`config.mk`:
```
export PLATFORM = sky130hd
export DESIGN_NAME = rr_mux_arbiter
export DESIGN_NICKNAME = d
export VERILOG_FILES = /design/src/rtl/rr_mux_arbiter.sv
export SDC_FILE = /design/constraint.sdc
export NUM_CORES = 1
export LEC_CHECK = 0
export CAP_MARGIN = 30
export CORE_AREA = 2 2 45 47
export DETAILED_ROUTE_END_ITERATION = 8
export DIE_AREA = 0 0 47 49
export PLACE_DENSITY = 0.73
export SYNTH_ARGS = -nofsm -noshare
export SYNTH_HDL_FRONTEND = slang
export SYNTH_SLANG_ARGS = --single-unit
```
`constraint.sdc`:
```
create_clock -name clk -period 2.08 [get_ports clk]
set_input_delay 0.416 -clock clk [delete_from_list [all_inputs] [get_ports clk]]
set_output_delay 0.416 -clock clk [all_outputs]
set_load 0.1 [all_outputs]
```
`src/rtl/rr_mux_arbiter.sv`:
```
// Round-robin scheduler for a shared N:1 mux: one owner per slot of SLOT cycles,
// with a one-cycle idle guard between owners so the output never switches mid-transfer.
module rr_mux_arbiter #(
    parameter int unsigned N    = 4,
    parameter int unsigned DW   = 1,
    parameter int unsigned SLOT = 8
) (
    input  logic                 clk,
    input  logic                 rst,
    input  logic [N-1:0]         req,
    input  logic [N*DW-1:0]      din,
    output logic [N-1:0]         gnt,
    output logic [$clog2(N)-1:0] sel,
    output logic [DW-1:0]        dout,
    output logic                 valid,
    output logic                 busy
);

    localparam int unsigned SW = $clog2(N);
    localparam int unsigned CW = $clog2(SLOT) + 1;

    localparam logic [1:0] IDLE  = 2'd0;
    localparam logic [1:0] GRANT = 2'd1;
    localparam logic [1:0] GUARD = 2'd2;

    logic [1:0]    state;
    logic [1:0]    state_nxt;
    logic [SW-1:0] ptr;
    logic [SW-1:0] ptr_nxt;
    logic [SW-1:0] sel_nxt;
    logic [SW-1:0] winner;
    logic [CW-1:0] cnt;
    logic [CW-1:0] cnt_nxt;
    logic [N-1:0]  gnt_nxt;
    logic          valid_nxt;
    logic          busy_nxt;
    logic [DW-1:0] slice;

    // First requester after ptr, wrapping; ptr itself wins only when it is the sole requester.
    always_comb begin
        int unsigned idx;
        idx    = 0;
        winner = ptr;
        for (int unsigned i = N; i > 0; i--) begin
            idx = 32'(ptr) + i;
            if (idx >= N) begin
                idx = idx - N;
            end
            if (req[SW'(idx)]) begin
                winner = SW'(idx);
            end
        end
    end

    // Next-state and next-output logic.
    always_comb begin
        state_nxt = state;
        ptr_nxt   = ptr;
        sel_nxt   = sel;
        cnt_nxt   = cnt;
        gnt_nxt   = gnt;
        valid_nxt = valid;
        busy_nxt  = busy;
        case (state)
            IDLE: begin
                if (|req) begin
                    state_nxt = GRANT;
                    ptr_nxt   = winner;
                    sel_nxt   = winner;
                    cnt_nxt   = '0;
                    gnt_nxt   = N'(1) << winner;
                    valid_nxt = 1'b1;
                    busy_nxt  = 1'b1;
                end
            end
            GRANT: begin
                cnt_nxt = cnt + CW'(1);
                if (!req[sel] || (cnt == CW'(SLOT - 1))) begin
                    state_nxt = GUARD;
                    gnt_nxt   = '0;
                    valid_nxt = 1'b0;
                end
            end
            GUARD: begin
                state_nxt = IDLE;
                busy_nxt  = 1'b0;
            end
            default: begin
                state_nxt = IDLE;
                gnt_nxt   = '0;
                valid_nxt = 1'b0;
                busy_nxt  = 1'b0;
            end
        endcase
    end

    always_ff @(posedge clk or posedge rst) begin
        if (rst) begin
            state <= IDLE;
            ptr   <= SW'(N - 1);
            sel   <= '0;
            cnt   <= '0;
            gnt   <= '0;
            valid <= 1'b0;
            busy  <= 1'b0;
        end else begin
            state <= state_nxt;
            ptr   <= ptr_nxt;
            sel   <= sel_nxt;
            cnt   <= cnt_nxt;
            gnt   <= gnt_nxt;
            valid <= valid_nxt;
            busy  <= busy_nxt;
        end
    end

    // Unregistered mux path, gated so nothing leaks out outside a grant.
    always_comb begin
        slice = '0;
        for (int unsigned i = 0; i < N; i++) begin
            if (sel == SW'(i)) begin
                slice = din[i*DW +: DW];
            end
        end
    end

    assign dout = slice & {DW{valid}};

endmodule

```
==> reports/results.txt <==
die footprint: 2300 µm²
CP Data Required Time: 1.66 ns
H-tree Lvls: 1
gr usage total: 17.6%
synth unique cells: 29
Worst path max stage delay: 0.47 ns
Worst R2R Path Depth: 4
largest net degree at the start of global routing: 17
Max-Cap Viols: 0
Via density: 5.11
highest routing layer actually used: met4
met3 WL: 74 µm
Worst Slack Setup Final: 0.0400 ns
post-place instance area: 1060 µm²
R2R setup slack: 0.55 ns
Hold WC Path Type: in2async
port bufs: 18
postcts setup bufs: 0
Fin. Hold Viols: 0
mux cell area share after synthesis: 6.01%
DR iter-0 viols: 9
Setup violations, final: 0
worst path bufs/invs: 2
#FFs+latches synth: 16
area grow syn2layout: 33.6%
Slowest cell on crit path: mux4_2
Critical Path Source Type: input pin
Critical Path AT: 1.62 ns
DR pass1 iterations: 2
core footprint: 1840 µm²
Std-Cell Rows: 16
RSZ-0062 raised after global routing: false
Levels on crit path: 4
routed wl met2: 760 µm
Post-Syn Nets: 88
Detailed Route WL: 1610 µm
Final Critical Period: 2.04 ns
I/O pins: 19
CTS sink count: 16
CP cell instances: clkdlybuf4s50_1 > mux4_2 > and2_4 > buf_12
wire per inst: 12.3 µm
main combinational cell family by area after synthesis: simple AND/OR/NAND/NOR gates
total CTS buffers: 3
hold_buf cts: 0
fin. max-slew vios: 0
kind of critical path: in2out
Vias: 670
Clock Path Buffers: 2
initial antenna violation count: 0
final HPWL from detailed placement: 1250 µm
Die X: 47 µm
Starting Density: 44.1%
fin area: 1080 µm²
xor and xnor fraction of the mapped netlist area: 1.08%
pre-CTS setup slack: -0.0176 ns
met1 WL: 739 µm
Mean Syn Cell Area: 10.5 µm²
Fillers: 161
outcome: complete, no violations
Adder-Cell Fraction of Synth Area: 1.54%
Layout Skew: 0.00405 ns
CTS clk-pin slew, worst paths: 0.10 ns
register area share after synthesis: 49.6%
GRT overflow: 0
mapped cell area: 812 µm²
Synth Instances: 77
global-route wire length before repair: 2950 µm
share of cells above drive strength 1: 26.0%
Die Y-Extent: 49 µm
DRC viols: 0
reg-to-reg endpoint: sel[1]
Worst Setup End Kind: primary output
Max Fclk: 490 MHz
reg-to-reg startpoint: ptr[0]
simple-gate share of the synthesized area: 21.0%
synth warn: 0
clock root cell: clkbuf_4
worst-margin pin slew: 0.590 ns
CP Max Fanout: 1
Skew-Pair Late Insertion Delay: 0.29 ns
DRT antenna net count: 0
vias in the first global route: 704
nets@finish: 116
relative slew slack: 60.6%
CTS tree: yes
period utilization: 98.1%
Routability Congestion: 0.792
post-synthesis compound-gate area fraction: 18.5%
delay-heaviest family, CP: buffers and inverters
Antenna diodes: 0
==> layer usage <==
layer,global-route usage (%),up-vias
li1,-,330
met1,22.0,320
met2,28.8,16
met3,2.59,4
met4,8.33,0
met5,0,-
==> worst max-delay path by stage <==
stage,startpoint,end,slack [ns]
finish,din[3],dout,0.04
global placement,req[1],sel[1],0.01
CTS,din[3],dout,0.03
detailed placement,din[3],dout,-0.02
floorplan,sel[0],dout,0.04
global route,din[3],dout,0.02
==> cells in the mapped netlist, drive strengths merged <==
| cell type | n | area [µm²] |
|---|---|---|
| nor2b | 1 | 6.26 |
| or3b | 1 | 11.3 |
| o21ai | 7 | 35.0 |
| nand2 | 9 | 33.8 |
| a21o | 1 | 7.51 |
| o211ai | 1 | 12.5 |
| xor2 | 1 | 8.76 |
| nor3 | 2 | 21.3 |
| mux4 | 2 | 48.8 |
| and2 | 2 | 12.5 |
| nand2b | 4 | 25.0 |
| a22o | 1 | 8.76 |
| a32o | 1 | 10.0 |
| inv | 5 | 18.8 |
| nor4 | 1 | 12.5 |
| and3 | 1 | 6.26 |
| a21oi | 4 | 20.0 |
| dfrtp | 14 | 350 |
| o21a | 2 | 15.0 |
| o22ai | 1 | 6.26 |
| o2bb2ai | 4 | 35.0 |
| nand3 | 1 | 5.00 |
| or3 | 1 | 6.26 |
| ha | 1 | 12.5 |
| nor2 | 6 | 22.5 |
| and2b | 1 | 7.51 |
| dfstp | 2 | 52.6 |
==> placed cells by master, fill, tap and decap left out, drive strengths merged, types with 2 or more instances in the layout <==
cell,instances
o21a,2
nand2b,4
dfstp,2
a21oi,4
mux4,2
nor2,6
clkbuf,4
inv,5
nor3,2
dfrtp,14
o2bb2ai,4
nand2,9
buf,14
clkdlybuf4s50,9
o21ai,7
and2,2
==> worst reg2reg max path, cell delays in order, from the launching register on <==
cell and delay [ns]:
dfstp_2 0.59, inv_1 0.05, a32o_1 0.25, or3b_4 0.42, o21a_1 0.11
==> cell families after synthesis <==
family / after synthesis
flip-flops: 16
adder cells (fa/ha/maj): 1
AO/OA/AOI/OAI: 22
AND/OR/NAND/NOR: 30
multiplexers: 2
buffers and inverters: 5
XOR/XNOR: 1
==> registers in the layout, indices dropped and copies added, names as in the netlist <==
name	count
valid	1
busy	1
gnt	4
ptr	2
sel	2
cnt	4
state	2
==> stage by stage <==
| stage | setup TNS [ns] | std cells | utilization (%) | hold slack (ns) |
|---|---|---|---|---|
| after floorplan | 0 | 77 | - | 0.328 |
| after global placement | 0 | 127 | 57.4 | 0.481 |
| after detailed placement | -0.0176 | 127 | 57.4 | 0.479 |
| after CTS | 0 | 131 | 58.9 | 0.505 |
| after global routing | 0 | 131 | 58.9 | 0.536 |
| final | 0 | 131 | 58.9 | 0.477 |
==> layout make-up <==
cell class              instances  area, µm²  area share, %
repair buffers                 23        208           19.1
clock buffers                   4       26.3           2.42
flip-flops and latches         16        405           37.4
inverters                       5       18.8           1.73
multi-input cells              56        393           36.2
well taps                      27       33.8           3.11
==> timing repair <==
| item | 4_1_cts | 5_1_grt |
|---|---|---|
| hold endpoints to repair | 0 | 0 |
| endpoints found under the setup margin | 1 | 0 |
| resized for setup | 1 | 0 |
Power is not shown: default switching activity piles up to over one toggle a cycle in this logic, so the estimate is an artifact.
